### config.mk
export PLATFORM = sky130hd
export DESIGN_NAME = proc_run_ctrl
export DESIGN_NICKNAME = d
export VERILOG_FILES = /design/src/rtl/simpleproc_pkg.sv /design/src/rtl/ld_word_packer.sv /design/src/rtl/proc_run_ctrl.sv
export SDC_FILE = /design/constraint.sdc
export NUM_CORES = 1
export LEC_CHECK = 0
export ABC_AREA = 1
export CAP_MARGIN = 30
export CORE_MARGIN = 2
export CORE_UTILIZATION = 40
export DETAILED_ROUTE_END_ITERATION = 10
export PLACE_DENSITY = 0.75
export SLEW_MARGIN = 10
export SYNTH_ARGS = -nofsm -noshare
export SYNTH_HDL_FRONTEND = slang
export SYNTH_SLANG_ARGS = --single-unit
### constraint.sdc
create_clock -name clk -period 2.9 [get_ports clk]
set_input_delay 0.58 -clock clk [delete_from_list [all_inputs] [get_ports clk]]
set_output_delay 0.58 -clock clk [all_outputs]
set_load 0.02 [all_outputs]
### src/rtl/simpleproc_pkg.sv
// Shared types and constants for the simple processor: run-controller states,
// instruction/byte widths and the opcode map used by the decoder.
package simpleproc_pkg;

  localparam int unsigned INSTR_W = 16;
  localparam int unsigned BYTE_W  = 8;
  localparam int unsigned OPC_W   = 4;

  // Opcode map, shared with the instruction decoder
  localparam logic [OPC_W-1:0] OP_ADD  = 4'h0;
  localparam logic [OPC_W-1:0] OP_SUB  = 4'h1;
  localparam logic [OPC_W-1:0] OP_AND  = 4'h2;
  localparam logic [OPC_W-1:0] OP_OR   = 4'h3;
  localparam logic [OPC_W-1:0] OP_ADDI = 4'h4;
  localparam logic [OPC_W-1:0] OP_LW   = 4'h5;
  localparam logic [OPC_W-1:0] OP_SW   = 4'h6;
  localparam logic [OPC_W-1:0] OP_BEQ  = 4'h7;
  localparam logic [OPC_W-1:0] OP_JMP  = 4'h8;
  localparam logic [OPC_W-1:0] OP_HALT = 4'hF;

  typedef enum logic [2:0] {
    ST_IDLE    = 3'd0,
    ST_LOAD_LO = 3'd1,
    ST_LOAD_HI = 3'd2,
    ST_RUN     = 3'd3,
    ST_HALT    = 3'd4
  } ctrl_state_t;

  // Instruction words arrive low byte first; the word is {hi, lo}
  function automatic logic [INSTR_W-1:0] pack_word(input logic [BYTE_W-1:0] hi,
                                                   input logic [BYTE_W-1:0] lo);
    return {hi, lo};
  endfunction

endpackage

### src/rtl/ld_word_packer.sv
// Byte-to-word assembly for instruction memory loading: captures lo/hi bytes,
// issues a one-cycle write strobe and advances the write address after each write.
module ld_word_packer
  import simpleproc_pkg::*;
#(
  parameter int unsigned ADDR_W = 8
) (
  input  logic               clk,
  input  logic               rst,
  input  logic               start,
  input  logic [ADDR_W-1:0]  count,
  input  logic               lo_hs,
  input  logic               hi_hs,
  input  logic [BYTE_W-1:0]  byte_data,
  output logic               last_word_c,
  output logic               imem_we,
  output logic [ADDR_W-1:0]  imem_waddr,
  output logic [INSTR_W-1:0] imem_wdata
);

  logic [BYTE_W-1:0]  lo_q;
  logic [ADDR_W-1:0]  count_q;
  logic [ADDR_W-1:0]  word_cnt_q;
  logic               we_q;
  logic [ADDR_W-1:0]  waddr_q;
  logic [INSTR_W-1:0] wdata_q;

  // Current hi handshake completes the final word of the load
  assign last_word_c = (word_cnt_q == (count_q - ADDR_W'(1)));

  always_ff @(posedge clk or negedge rst) begin
    if (!rst) begin
      lo_q       <= '0;
      count_q    <= '0;
      word_cnt_q <= '0;
      we_q       <= 1'b0;
      waddr_q    <= '0;
      wdata_q    <= '0;
    end else begin
      we_q <= hi_hs;
      if (start) begin
        count_q    <= count;
        word_cnt_q <= '0;
        waddr_q    <= '0;
      end else begin
        if (we_q)  waddr_q    <= waddr_q + ADDR_W'(1);
        if (hi_hs) word_cnt_q <= word_cnt_q + ADDR_W'(1);
      end
      if (lo_hs) lo_q    <= byte_data;
      if (hi_hs) wdata_q <= pack_word(byte_data, lo_q);
    end
  end

  assign imem_we    = we_q;
  assign imem_waddr = waddr_q;
  assign imem_wdata = wdata_q;

endmodule

### src/rtl/proc_run_ctrl.sv
// Run controller: loads instruction memory from a byte stream, then runs/halts the core.
// Optional single-step in HALT when SIMPLEPROC_STEP_EN is defined (adds step_req/step_ack).
module proc_run_ctrl
  import simpleproc_pkg::*;
#(
  parameter int unsigned      ADDR_W      = 8,
  parameter logic [OPC_W-1:0] HALT_OPCODE = OP_HALT
) (
  input  logic               clk,
  input  logic               rst,
  input  logic               ld_start,
  input  logic [ADDR_W-1:0]  ld_count,
  input  logic               byte_valid,
  input  logic [BYTE_W-1:0]  byte_data,
  output logic               byte_ready,
  output logic               imem_we,
  output logic [ADDR_W-1:0]  imem_waddr,
  output logic [INSTR_W-1:0] imem_wdata,
  input  logic               run_req,
  input  logic               halt_req,
  input  logic [OPC_W-1:0]   instr_opcode,
  output logic               core_en,
  output logic               core_rst_n,
  output logic               busy,
`ifdef SIMPLEPROC_STEP_EN
  input  logic               step_req,
  output logic               step_ack,
`endif
  output logic               halted
);

  ctrl_state_t state_q, state_d;
  logic        core_rst_n_q, core_rst_n_d;
  logic        busy_q, busy_d;
  logic        halted_q, halted_d;
  logic        pk_start, lo_hs, hi_hs, last_word_c;
  logic        ld_go_c, op_halt_c;
`ifdef SIMPLEPROC_STEP_EN
  logic        step_q, step_d, step_ack_q;
`endif

  assign ld_go_c   = ld_start && (ld_count != '0);
  assign op_halt_c = (instr_opcode == HALT_OPCODE);

  ld_word_packer #(.ADDR_W(ADDR_W)) u_packer (
    .clk         (clk),
    .rst         (rst),
    .start       (pk_start),
    .count       (ld_count),
    .lo_hs       (lo_hs),
    .hi_hs       (hi_hs),
    .byte_data   (byte_data),
    .last_word_c (last_word_c),
    .imem_we     (imem_we),
    .imem_waddr  (imem_waddr),
    .imem_wdata  (imem_wdata)
  );

  // Next state and next values of the registered control outputs
  always_comb begin
    state_d      = state_q;
    core_rst_n_d = core_rst_n_q;
    busy_d       = busy_q;
    halted_d     = halted_q;
    pk_start     = 1'b0;
    lo_hs        = 1'b0;
    hi_hs        = 1'b0;
`ifdef SIMPLEPROC_STEP_EN
    step_d       = 1'b0;
`endif
    unique case (state_q)
      ST_IDLE, ST_HALT: begin
        if (ld_go_c) begin
          pk_start     = 1'b1;
          core_rst_n_d = 1'b0;
          busy_d       = 1'b1;
          halted_d     = 1'b0;
          state_d      = ST_LOAD_LO;
        end else if (run_req) begin
          core_rst_n_d = 1'b1;
          halted_d     = 1'b0;
          state_d      = ST_RUN;
        end
`ifdef SIMPLEPROC_STEP_EN
        else if ((state_q == ST_HALT) && step_req && !step_q && !op_halt_c) begin
          step_d = 1'b1;
        end
`endif
      end
      ST_LOAD_LO: begin
        if (byte_valid && byte_ready) begin
          lo_hs   = 1'b1;
          state_d = ST_LOAD_HI;
        end
      end
      ST_LOAD_HI: begin
        if (byte_valid && byte_ready) begin
          hi_hs = 1'b1;
          if (last_word_c) begin
            busy_d  = 1'b0;
            state_d = ST_IDLE;
          end else begin
            state_d = ST_LOAD_LO;
          end
        end
      end
      ST_RUN: begin
        if (op_halt_c || halt_req) begin
          halted_d = 1'b1;
          state_d  = ST_HALT;
        end
      end
      default: state_d = ST_IDLE;
    endcase
  end

  // Handshake and core qualifier must act in the same cycle, so they stay combinational
  always_comb begin
    byte_ready = (state_q == ST_LOAD_LO) || (state_q == ST_LOAD_HI);
`ifdef SIMPLEPROC_STEP_EN
    core_en    = ((state_q == ST_RUN) && !op_halt_c) || step_q;
`else
    core_en    = (state_q == ST_RUN) && !op_halt_c;
`endif
  end

  always_ff @(posedge clk or negedge rst) begin
    if (!rst) begin
      state_q      <= ST_IDLE;
      core_rst_n_q <= 1'b0;
      busy_q       <= 1'b0;
      halted_q     <= 1'b0;
    end else begin
      state_q      <= state_d;
      core_rst_n_q <= core_rst_n_d;
      busy_q       <= busy_d;
      halted_q     <= halted_d;
    end
  end

`ifdef SIMPLEPROC_STEP_EN
  // step_q is the stepped cycle; step_ack follows it by one cycle
  always_ff @(posedge clk or negedge rst) begin
    if (!rst) begin
      step_q     <= 1'b0;
      step_ack_q <= 1'b0;
    end else begin
      step_q     <= step_d;
      step_ack_q <= step_q;
    end
  end

  assign step_ack = step_ack_q;
`endif

  assign core_rst_n = core_rst_n_q;
  assign busy       = busy_q;
  assign halted     = halted_q;

endmodule
After elaboration in Yosys (flattened, before gate mapping)

Index checks and enable logic that the tools add are counted.

Output and inout port bits: 30
Bits in latches: 0
Memories kept: 0
Register bits after elaboration: 55
Word-level logic and storage cells: 69
ROM bits: 0
Bits of input ports: 26
Memory bits (writable): 0

Magnitude comparators: 0
Bitwise operators: 0
Divide/modulo/power cells: 0
$mul: 0
Mux-type cells: 26
Add/subtract/negate cells: 3
Equality and inequality tests: 12
Reductions and logical operators: 18
Shift operators: 0

Operators with widths:

| operator            | count |
|---|---|
| $mux 8              | 4 |
| $add 8x1->8 const B | 2 |
| $mux 3              | 5 |
| $mux 1              | 14 |
| $pmux 3 s4          | 1 |
| $ne 2x2->1 const B  | 5 |
| $reduce_bool 2->1   | 5 |
| $eq 8x8->1          | 1 |
| $reduce_and 4->1    | 2 |
| $reduce_bool 8->1   | 1 |
| $sub 8x1->8 const B | 1 |
| $eq 3x2->1 const B  | 2 |
| $eq 4x4->1 const B  | 1 |
| $pmux 1 s2          | 2 |
| $eq 3x1->1 const B  | 1 |
| $eq 3x3->1 const B  | 1 |
| $logic_and 1x1->1   | 3 |
| $logic_not 3->1     | 1 |
| $ne 3x3->1 const B  | 1 |
| $reduce_and 3->1    | 1 |
| $logic_or 1x1->1    | 2 |
| $reduce_and 2->1    | 1 |
| $reduce_or 2->1     | 1 |
| $logic_not 1->1     | 1 |

Longest topological paths before layout

Gate-level depths: netlist of run 1.

Depth after elaboration: 7
Depth in mapped cells: 12
Mapped depth without buffers: 12

Hierarchy

A second synthesis of run 1 with hierarchy kept.

Cell total of the unflattened synthesis: 346
Area, all modules: 2683.8 um^2

By module, submodules not included:

| module         | cells each | times used | seq. area each (um^2) | area each (um^2) |
|---|---|---|---|---|
| ld_word_packer | 273        | 1          | 1226.2                | 2237.1 |
| proc_run_ctrl  | 73         | 1          | 150.1                 | 446.7 |

Least setup slack after synthesis of run 1

Ideal clock, no wire load.

Kind: reg2reg
Start point: register u_packer.count_q[0]
End point: register busy_q (netlist: busy)
Path slack: 1.313 ns
Path buffers: 0
Data arrival time: 1.467 ns
Library setup time: 0.120 ns
Cell stages (with the launch flop): 12
Required time: 2.780 ns
Period minus slack after synthesis: 1.587 ns
Cell sequence: dfrtp_1 -> inv_1 -> ha_1 -> or2_2 -> nand2_1 -> nand2_1 -> nand2_1 -> nand3_1 -> nor2_1 -> nand3_1 -> o21ai_0 -> inv_1

Longest elaborated chain between the ends: 4

RTL lines:

| element                    | RTL line             | text |
|---|---|---|
| from (decl)                | ld_word_packer.sv:22 | `logic [ADDR_W-1:0] count_q;` |
| from (signal assigned)     | ld_word_packer.sv:42 | `count_q <= count;` |
| $sub 8x1->8                | ld_word_packer.sv:29 | `assign last_word_c = (word_cnt_q == (count_q - ADDR_W'(1)));` |
| $eq 8x8->1                 | ld_word_packer.sv:29 |  |
| $ne 2x2->1 (no line)       | -                    |  |
| $reduce_and 4->1 (no line) | -                    |  |
| to (signal assigned)       | proc_run_ctrl.sv:136 | `busy_q <= busy_d;` |
| to (decl)                  | proc_run_ctrl.sv:34  | `logic busy_q, busy_d;` |

Every way passes these cells.
A chain may end at the register's enable or synchronous reset.

Worst setup path after layout of run 1

Start point: input port instr_opcode[2]
End point: output port core_en

Longest elaborated chain between the ends: 3

RTL lines:

| element           | RTL line             | text |
|---|---|---|
| from (decl)       | proc_run_ctrl.sv:21  | `input logic [OPC_W-1:0] instr_opcode,` |
| $eq 4x4->1        | proc_run_ctrl.sv:43  | `assign op_halt_c = (instr_opcode == HALT_OPCODE);` |
| $logic_not 1->1   | proc_run_ctrl.sv:123 | `core_en = (state_q == ST_RUN) && !op_halt_c;` |
| $logic_and 1x1->1 | proc_run_ctrl.sv:123 |  |
| to (decl)         | proc_run_ctrl.sv:22  | `output logic core_en,` |

Every way passes these cells.

==> results.rst, run 1 <==
.. list-table::
   :header-rows: 1

   * - Metric
     - Value
   * - Outcome
     - finished, violations left
   * - Violated checks
     - design-rule violations
   * - Power density over the cells
     - 894 mW/mm^2
   * - Rows
     - 29
   * - Worst-case clock skew
     - 13.5 ps
   * - Reported leakage power
     - 1.70 nW
   * - Worst Max-Slew Pin Slew
     - 522 ps
   * - Leading register cell type out of synthesis
     - sky130_fd_sc_hd__dfrtp_1
   * - Path category of the worst min-delay check
     - input pin to asynchronous set/reset pin
   * - Element type at the critical path start
     - input pin
   * - Cells after Synth
     - 334
   * - Wire per inst
     - 11.5 um
   * - Wire length of the first global-routing pass
     - 9380 um
   * - Later-pin clock latency in the skew report
     - 320 ps
   * - Final hold slack
     - 170 ps
   * - Number of fillers in the final layout
     - 621
   * - Largest net degree at the start of global routing
     - 30
   * - Required time of the worst setup path
     - 2320 ps
   * - Antenna fix cells
     - 0
   * - Clock root buffer
     - sky130_fd_sc_hd__clkbuf_8
   * - Final worst-path cycle share
     - 83.3%
   * - Critical Path End
     - core_en
   * - Rel. slew slack
     - 65.1%
   * - Total of endpoints with negative setup slack in the final report
     - 0
   * - Fraction of final layout cells sized beyond drive strength 1
     - 6.62%
   * - Floorplan die width
     - 85.7 um
   * - Routed via count
     - 2,259
   * - Total wire length after detailed routing
     - 5390 um
   * - Post-DR vias/cell
     - 4.81
   * - Worst setup slack for register-to-register paths
     - 1070 ps
   * - Top-level I/O count
     - 56
   * - Most instantiated library cell after synthesis
     - sky130_fd_sc_hd__nand2_1
   * - Post-layout min period
     - 2410 ps
   * - Global Route Usage Sum
     - 15.7%
   * - Post-CTS Setup Repair Bufs
     - 0
   * - Total gr overflow
     - 0
   * - Area share of the leading cell type in the synthesized netlist
     - 51.5%
   * - Post-CTS Resized
     - 0
   * - Final HPWL from detailed placement
     - 4000 um
   * - Total Neg Setup Slack
     - 0 ps
   * - Area delta synth->final
     - 27.2%
   * - Area of combinational cells with multiple inputs
     - 0.00108 mm^2
   * - TritonRoute pass-1 iters
     - 9
   * - Number of remaining DRC errors
     - 1
   * - Top post-synthesis cells by area
     - sky130_fd_sc_hd__dfrtp_1 (52%), sky130_fd_sc_hd__nand2_1 (14%), sky130_fd_sc_hd__o21ai_0 (6.6%)
   * - Core ar.
     - 0.00642 mm^2
   * - Timing startpoint of the critical path
     - instr_opcode[2]
   * - Library cells used by synthesis
     - 29
   * - Depth of the worst register-to-register path
     - 7
   * - Top cell type by total area after synthesis
     - sky130_fd_sc_hd__dfrtp_1
   * - Number of antenna violations at the first check in global routing
     - 0
   * - Clock transition at the register clock pins on the worst setup and hold paths after CTS
     - 110 ps
   * - Final ANT Viol Nets
     - 0
   * - Endpoint type of the worst setup path
     - output pin
   * - Count of final max-slew check failures
     - 0
   * - Register Area
     - 0.00138 mm^2
   * - Die Height
     - 85.7 um
   * - Synthesized netlist net count
     - 363
   * - Hold Violations, Final
     - 0
   * - Timing-limited maximum frequency
     - 414 MHz
   * - Via count of the first global-routing pass
     - 2,120
   * - Most instantiated cells after synthesis
     - sky130_fd_sc_hd__nand2_1 (103), sky130_fd_sc_hd__dfrtp_1 (55), sky130_fd_sc_hd__inv_1 (46)
   * - Number of I/O port buffers
     - 55
   * - Setup repair after global routing missed its margin
     - no
   * - CTS tree
     - done
   * - Die outline area
     - 0.00735 mm^2
   * - Post-layout net count
     - 421
   * - Worst r2r dst
     - u_packer.word_cnt_q[6]
   * - Max-cap viol count
     - 0
   * - Setup Crit Path Kind
     - input pin to output pin
   * - Violation count after the first detailed-route iteration
     - 130
   * - Launch point of the worst reg-to-reg path
     - state_q[2]
   * - Count of flip-flops with a built-in enable after synthesis
     - 0
   * - Share of synthesized flip-flops with an asynchronous set or reset
     - 100%
   * - Max rail drop VDD
     - 487 uV
   * - Routability congestion estimate from global placement
     - 0.788
   * - Post-CTS Hold Buffers
     - 0
   * - Top fanout value on the critical path
     - 2
   * - Synth Warn #
     - 0
   * - Share of synthesized area occupied by flip-flops and latches
     - 51.5%
   * - Post-synthesis register bit count
     - 55
   * - Crit path DAT
     - 1830 ps
   * - H-tree Lvls
     - 2
   * - Initial cell density of the core
     - 41.6%
   * - Longest Clk Path Bufs
     - 2
   * - Clock buffers created by TritonCTS
     - 5
   * - # clock sinks
     - 55
   * - Post-synth design cell area
     - 0.00267 mm^2
   * - Synthesized area per cell
     - 8.00 um^2
-- power by group --
part           leakage (nW)  internal [mW]  switching [mW]  total, mW
clock                0.0526          0.186           0.282      0.468
combinational         0.938          0.579           0.766       1.34
sequential            0.708           1.03           0.199       1.23
-- routing by layer --
layer,vias up,global-route usage (%),part of all wire (%)
met2,37,25.1,47
met4,0,3.03,0.82
met3,6,3.85,4.0
met1,1059,22.0,48
met5,-,0,0
li1,1157,-,-
-- through the flow --
stage | cells | util (%) | cell area, um^2 | worst slack (ps) | power (mW)
2_1_floorplan | 334 | - | 2670 | 1310 | 2.09
3_3_place_gp | 462 | 51.3 | 3300 | 504 | 2.55
3_5_place_dp | 462 | 51.3 | 3300 | 482 | 2.60
4_1_cts | 470 | 52.9 | 3400 | 481 | 3.07
5_1_grt | 470 | 52.9 | 3400 | 364 | 3.31
6_report | 470 | 52.9 | 3400 | 485 | 3.04
-- cell usage in the layout (no fill, tap or decap), types with 3 or more instances in the layout --
| cell type | Yosys | routed |
|---|---|---|
| sky130_fd_sc_hd__nand3_1 | 15 | 15 |
| sky130_fd_sc_hd__xor2_1 | 4 | 4 |
| sky130_fd_sc_hd__ha_1 | 3 | 3 |
| sky130_fd_sc_hd__nand3b_1 | 4 | 4 |
| sky130_fd_sc_hd__nor2_1 | 27 | 27 |
| sky130_fd_sc_hd__dfrtp_1 | 55 | 55 |
| sky130_fd_sc_hd__clkdlybuf4s50_1 | 0 | 54 |
| sky130_fd_sc_hd__or2_2 | 3 | 3 |
| sky130_fd_sc_hd__nand2_1 | 103 | 103 |
| sky130_fd_sc_hd__nor3_1 | 4 | 4 |
| sky130_fd_sc_hd__inv_1 | 46 | 46 |
| sky130_fd_sc_hd__a21oi_1 | 9 | 9 |
| sky130_fd_sc_hd__o21ai_0 | 35 | 35 |
| sky130_fd_sc_hd__buf_4 | 0 | 3 |
| sky130_fd_sc_hd__clkbuf_8 | 0 | 5 |
-- how the worst min path moves through the flow --
stage          cells past startpoint  slack (ps)                      to
6_report                           1         170  u_packer.imem_waddr[7]
5_1_grt                            1         180     u_packer.count_q[7]
4_1_cts                            1         180  u_packer.imem_waddr[7]
3_5_place_dp                       2         450  u_packer.imem_wdata[3]
3_3_place_gp                       2         450  u_packer.imem_wdata[0]
2_1_floorplan                      0         280                    busy
-- worst max-delay path, stage by stage --
cell and delay (ps):
sky130_fd_sc_hd__clkdlybuf4s50_1 400, sky130_fd_sc_hd__nand4_1 80, sky130_fd_sc_hd__and3_1 170, sky130_fd_sc_hd__clkdlybuf4s50_1 610
-- state kept, by name (all words and copies together) (netlist names) --
register / count
u_packer.imem_we: 1
u_packer.imem_waddr: 8
core_rst_n: 1
u_packer.imem_wdata: 16
u_packer.count_q: 8
state_q: 3
u_packer.lo_q: 8
halted: 1
u_packer.word_cnt_q: 8
busy: 1
-- logic make-up (layout without fill, tap and decap cells) --
family                   Yosys count  in the layout  share of synthesized area (%)
AND/OR/NAND/NOR                  167            167                           27.4
flip-flops                        55             55                           51.5
buffers and inverters             55            114                           8.20
AO/OA/AOI/OAI                     47             47                           9.13
XOR/XNOR                           6              6                           1.97
adder cells (fa/ha/maj)            3              3                           1.41
multiplexers                       1              1                          0.422
-- area by class of cell --
class | instances | share of cell area, %
flip-flops and latches | 55 | 40.5
multi-input cells | 224 | 31.7
repair buffers | 58 | 16.7
inverters | 48 | 5.30
well taps | 77 | 2.84
clock buffers | 5 | 2.03
clock inverters | 3 | 0.921
Note: power is estimated with default switching activity, not from simulation.
==> inputs of run 2 (changes only) <==
==> constraint.sdc (replaced) <==
create_clock -name clk -period 2.5 [get_ports clk]
set_input_delay 0.5 -clock clk [delete_from_list [all_inputs] [get_ports clk]]
set_output_delay 0.5 -clock clk [all_outputs]
set_load 0.02 [all_outputs]
==> run 2 against run 1 <==
Against the previous run:
- the run still ends with design-rule violations left
- hold slack improved by 35 ps
- critical path depth rose by 1
- sequential share of layout area barely moved
- global-route usage is 0.48 points lower
- clock power up 10%
- highest routed layer unchanged
==> results.rst, run 2 (same netlist as run 1, synthesis figures left out) <==
.. list-table::
   :header-rows: 1

   * - Metric
     - Value
   * - Outcome
     - finished, violations left
   * - Violated checks
     - design-rule violations
   * - Longest Clk Path Bufs
     - 2
   * - Overall power
     - 3.49 mW
   * - Area of combinational cells with multiple inputs
     - 0.00108 mm^2
   * - Number of fillers in the final layout
     - 598
   * - Inst Count DP
     - 462
   * - Routed via count
     - 2,275
   * - # clock sinks
     - 55
   * - Setup slack at placement
     - 240 ps
   * - Initial cell density of the core
     - 41.6%
   * - Reported leakage power
     - 1.69 nW
   * - Total wire length after detailed routing
     - 5280 um
   * - Rows
     - 29
   * - Setup repair after global routing missed its margin
     - no
   * - Count of final max-slew check failures
     - 0
   * - Top fanout value on the critical path
     - 3
   * - Required time of the worst setup path
     - 2000 ps
   * - Number of antenna violations at the first check in global routing
     - 0
   * - H-tree Lvls
     - 2
   * - Post-CTS Setup Repair Bufs
     - 0
   * - Top-level I/O count
     - 56
   * - Area of all placed cells without fillers
     - 0.00339 mm^2
   * - Crit path DAT
     - 1830 ps
   * - Core utilization of the finished layout
     - 52.9%
   * - Clock transition at the register clock pins on the worst setup and hold paths after CTS
     - 110 ps
   * - Max-cap viol count
     - 0
   * - Endpoint type of the worst setup path
     - output pin
   * - Clock root buffer
     - sky130_fd_sc_hd__clkbuf_8
   * - Wire length on met1
     - 2430 um
   * - Area delta synth->final
     - 27.1%
   * - DP Area
     - 0.00330 mm^2
   * - Post-layout min period
     - 2330 ps
   * - Path category of the worst min-delay check
     - input pin to asynchronous set/reset pin
   * - Die Height
     - 85.7 um
   * - Post-CTS Hold Buffers
     - 0
   * - Total of endpoints with negative setup slack in the final report
     - 0
   * - Total gr overflow
     - 0
   * - Antenna fix cells
     - 0
   * - Post-CTS Resized
     - 0
   * - Die outline area
     - 0.00735 mm^2
   * - Met3 Routed Length
     - 271 um
   * - Number of flip-flops under the largest register name
     - 16
   * - Met2 layer wire length in the routed design
     - 2520 um
   * - Post-DR vias/cell
     - 4.84
   * - Depth of the worst register-to-register path
     - 11
   * - Most common library cell in the layout ignoring fill and taps
     - sky130_fd_sc_hd__nand2_1
   * - Post-route worst setup slack
     - 173 ps
   * - Routability congestion estimate from global placement
     - 0.844
   * - Non-filler instance count after layout
     - 470
   * - Register Area
     - 0.00138 mm^2
   * - Final ANT Viol Nets
     - 0
   * - Final hold slack
     - 205 ps
   * - Hold Violations, Final
     - 0
   * - Rel. slew slack
     - 57.0%
   * - Wire per inst
     - 11.2 um
   * - Post-layout net count
     - 421
   * - Worst Max-Slew Pin Slew
     - 645 ps
   * - Global Route Usage Sum
     - 15.2%
   * - Total Neg Setup Slack
     - 0 ps
   * - Element type at the critical path start
     - flop
   * - Number of I/O port buffers
     - 55
   * - Fraction of final layout cells sized beyond drive strength 1
     - 6.62%
   * - Later-pin clock latency in the skew report
     - 310 ps
   * - Worst-case clock skew
     - 9.53 ps
   * - Uppermost layer routed
     - met4
   * - Setup Crit Path Kind
     - flop to output pin
   * - Leading cell types in the layout, fill and taps excluded
     - sky130_fd_sc_hd__nand2_1 (103), sky130_fd_sc_hd__dfrtp_1 (55), sky130_fd_sc_hd__clkdlybuf4s50_1 (54)
   * - Clock buffers created by TritonCTS
     - 5
   * - Final worst-path cycle share
     - 93.1%
   * - Number of remaining DRC errors
     - 1
   * - Timing-limited maximum frequency
     - 430 MHz
   * - Power density over the cells
     - 1030 mW/mm^2
   * - Largest net degree at the start of global routing
     - 30
   * - Final HPWL from detailed placement
     - 3950 um
   * - Floorplan die width
     - 85.7 um
   * - Violation count after the first detailed-route iteration
     - 106
   * - Via count of the first global-routing pass
     - 2,222
   * - CTS tree
     - done
   * - Wire length of the first global-routing pass
     - 9190 um
   * - Core ar.
     - 0.00642 mm^2
   * - TritonRoute pass-1 iters
     - 7
   * - Max rail drop VDD
     - 585 uV
## run 2: changes by cell type in the layout (fill, tap and decap cells not counted), sizes merged
cell	change
inv	-2
clkinv	+2
## run 2: final timing paths
path	end	slack (ps)	startpoint
max	byte_ready	170	state_q[0]
min reg2reg	u_packer.imem_wdata[3]	490	u_packer.lo_q[3]
min in group clk	u_packer.imem_wdata[3]	490	u_packer.lo_q[3]
min	u_packer.word_cnt_q[0]	210	rst
max reg2reg	busy	720	u_packer.count_q[0]
max in group asynchronous	u_packer.imem_waddr[3]	1600	rst
## run 2: report_power, final
group	switching (mW)	internal, mW	total, mW
Clock	0.308	0.208	0.516
Combinational	0.890	0.671	1.56
Sequential	0.226	1.19	1.42
## run 2: layout make-up
cell class,instances,share of cell area (%)
Multi-Input combinational cell,224,31.7
Sequential cell,55,40.5
Clock buffer,5,2.03
Inverter,48,5.31
Clock inverter,3,0.848
Timing Repair Buffer,58,16.7
Tap cell,77,2.84
## run 2: layer usage
layer	vias to the layer above	GRT usage [%]
li1	1153	-
met1	1062	18.6
met2	52	26.8
met3	8	3.75
met4	0	4.18
met5	-	0
## run 2: worst max-delay path: stages (launching register included)
cell                              delay [ps]
sky130_fd_sc_hd__dfrtp_1                 430
sky130_fd_sc_hd__inv_1                    80
sky130_fd_sc_hd__nor2_1                  180
sky130_fd_sc_hd__nand2_1                 100
sky130_fd_sc_hd__nand2_1                 120
sky130_fd_sc_hd__clkdlybuf4s50_1         610
==> inputs of run 3 (changes only) <==
--- a/config.mk
+++ b/config.mk
@@ -7,6 +7,7 @@
 export LEC_CHECK = 0
 export ABC_AREA = 1
 export CAP_MARGIN = 30
+export CORE_ASPECT_RATIO = 0.5
 export CORE_MARGIN = 2
 export CORE_UTILIZATION = 40
 export DETAILED_ROUTE_END_ITERATION = 10
==> run 3 against run 2 <==
Against the previous run:
- the flow now finishes without violations
- sequential share of layout area shrank 1.0 points
- count of clock-buffer cells in the layout stayed put
- clock skew is 7.3 ps lower
- largest cell class unchanged
==> results.rst, run 3 (same netlist as run 1, synthesis figures left out) <==
.. list-table::
   :header-rows: 1

   * - Metric
     - Value
   * - Outcome
     - complete, no violations
   * - Max-cap viol count
     - 0
   * - Total wire length after detailed routing
     - 5380 um
   * - Rel. slew slack
     - 53.9%
   * - Number of flip-flops under the largest register name
     - 16
   * - Clock transition at the register clock pins on the worst setup and hold paths after CTS
     - 70 ps
   * - H-tree Lvls
     - 2
   * - Hold Violations, Final
     - 0
   * - Post-DR vias/cell
     - 4.58
   * - Element type at the critical path start
     - flop
   * - Total of endpoints with negative setup slack in the final report
     - 0
   * - Post-layout net count
     - 422
   * - Initial cell density of the core
     - 42.7%
   * - Crit path DAT
     - 1750 ps
   * - Power density over the cells
     - 1080 mW/mm^2
   * - Setup Crit Path Kind
     - flop to output pin
   * - Post-CTS Hold Buffers
     - 0
   * - Floorplan die width
     - 120 um
   * - TritonRoute pass-1 iters
     - 4
   * - Largest net degree at the start of global routing
     - 56
   * - Final hold slack
     - 332 ps
   * - CTS tree
     - done
   * - Buf+Inv Stages, Crit Path
     - 2
   * - Post-route worst setup slack
     - 248 ps
   * - Via count of the first global-routing pass
     - 2,035
   * - Rows
     - 20
   * - Longest Clk Path Bufs
     - 2
   * - Fraction of final layout cells sized beyond drive strength 1
     - 6.62%
   * - Depth of the worst register-to-register path
     - 11
   * - Required time of the worst setup path
     - 2000 ps
   * - Routability congestion estimate from global placement
     - 0.839
   * - Post-CTS Resized
     - 0
   * - Final worst-path cycle share
     - 90.1%
   * - Max rail drop VDD
     - 520 uV
   * - Clock root buffer
     - sky130_fd_sc_hd__clkbuf_16
   * - Timing-limited maximum frequency
     - 444 MHz
   * - Critical path's largest stage delay
     - 610 ps
   * - Area of combinational cells with multiple inputs
     - 0.00108 mm^2
   * - Post-layout min period
     - 2250 ps
   * - Clock buffers created by TritonCTS
     - 5
   * - Setup repair after global routing missed its margin
     - no
   * - Launch point of the worst reg-to-reg path
     - u_packer.count_q[0]
   * - Number of antenna violations at the first check in global routing
     - 0
   * - Later-pin clock latency in the skew report
     - 290 ps
   * - Logic depth of the worst path, buffers included
     - 4
   * - Reported leakage power
     - 1.73 nW
   * - Routed via count
     - 2,203
   * - Final ANT Viol Nets
     - 0
   * - Number of I/O port buffers
     - 55
   * - Number of remaining DRC errors
     - 0
   * - Core ar.
     - 0.00626 mm^2
   * - Total Neg Setup Slack
     - 0 ps
   * - # clock sinks
     - 55
   * - Worst setup slack for register-to-register paths
     - 720 ps
   * - Count of final max-slew check failures
     - 0
   * - Final HPWL from detailed placement
     - 3840 um
   * - Number of fillers in the final layout
     - 599
   * - Worst-case clock skew
     - 2.27 ps
   * - Worst r2r dst
     - busy
   * - Register Area
     - 0.00138 mm^2
   * - Worst Max-Slew Pin Slew
     - 692 ps
   * - Top-level I/O count
     - 56
   * - Leading cell types in the layout, fill and taps excluded
     - sky130_fd_sc_hd__nand2_1 (103), sky130_fd_sc_hd__dfrtp_1 (55), sky130_fd_sc_hd__clkdlybuf4s50_1 (54)
   * - Worst path cell trace
     - inv_1, nor2_1, and3_1, clkdlybuf4s50_1
   * - Most common library cell in the layout ignoring fill and taps
     - sky130_fd_sc_hd__nand2_1
   * - Antenna fix cells
     - 0
   * - Violation count after the first detailed-route iteration
     - 101
   * - Path category of the worst min-delay check
     - input pin to asynchronous set/reset pin
   * - Die Height
     - 61.8 um
   * - Top fanout value on the critical path
     - 3
   * - Area delta synth->final
     - 30.3%
   * - Wire per inst
     - 11.2 um
   * - Die outline area
     - 0.00739 mm^2
   * - Post-CTS Setup Repair Bufs
     - 0
   * - Critical Path End
     - core_en
   * - Endpoint type of the worst setup path
     - output pin
   * - Family of cells with the greatest summed delay on the critical path
     - buffers and inverters
   * - Critical-path top delay cell
     - sky130_fd_sc_hd__clkdlybuf4s50_1
   * - Global Route Usage Sum
     - 16.0%
   * - Total gr overflow
     - 0
   * - Wire length of the first global-routing pass
     - 9290 um
   * - Timing startpoint of the critical path
     - state_q[0]
   * - Setup slack at placement
     - 232 ps
[run 3: cell types whose count changed in the layout (fill, tap and decap cells not counted), sizes merged]
| cell | before | now |
|---|---|---|
| buf | 4 | 5 |
| bufinv | 0 | 1 |
| inv | 49 | 48 |
| clkinv | 2 | 0 |
| clkinvlp | 0 | 1 |
[run 3: worst min path at each step]
stage,end,startpoint,depth (start not counted),slack (ps)
floorplan,busy,rst,0,200
global placement,u_packer.imem_wdata[0],u_packer.lo_q[0],2,450
detailed placement,u_packer.imem_wdata[5],u_packer.lo_q[5],2,450
CTS,u_packer.imem_wdata[8],rst,2,360
global route,u_packer.imem_wdata[4],rst,2,400
finish,u_packer.imem_wdata[4],rst,2,330
[run 3: report_power, final]
group          total (mW)  leakage, nW  internal [mW]  switching (mW)
sequential           1.41        0.708           1.19           0.218
clock               0.773       0.0759          0.467           0.306
combinational        1.57        0.943          0.681           0.893
total                3.76         1.73           2.34            1.42
[run 3: final cells by class]
type	instances	area share (%)
multi-input combinational	224	30.9
clock buffer	5	3.59
sequential	55	39.5
inverter	48	5.18
timing repair buffer	59	16.5
tap	88	3.16
clock inverter	2	1.08
[run 3: routing by layer]
metal | share of wire (%) | vias to the layer above | GRT usage, %
met5 | 0 | - | 0
met4 | 0.98 | 0 | 4.54
met3 | 3.3 | 4 | 3.65
met2 | 46 | 30 | 28.1
met1 | 50 | 1006 | 20.8
li1 | - | 1163 | -
[run 3: metrics by stage]
stage	total power [mW]	util [%]	cell area, um^2	cells
floorplan	2.42	-	2670	334
global placement	2.98	53.0	3320	474
detailed placement	3.01	53.0	3320	474
CTS	3.80	55.6	3480	481
global route	4.07	55.6	3480	481
finish	3.76	55.6	3480	481
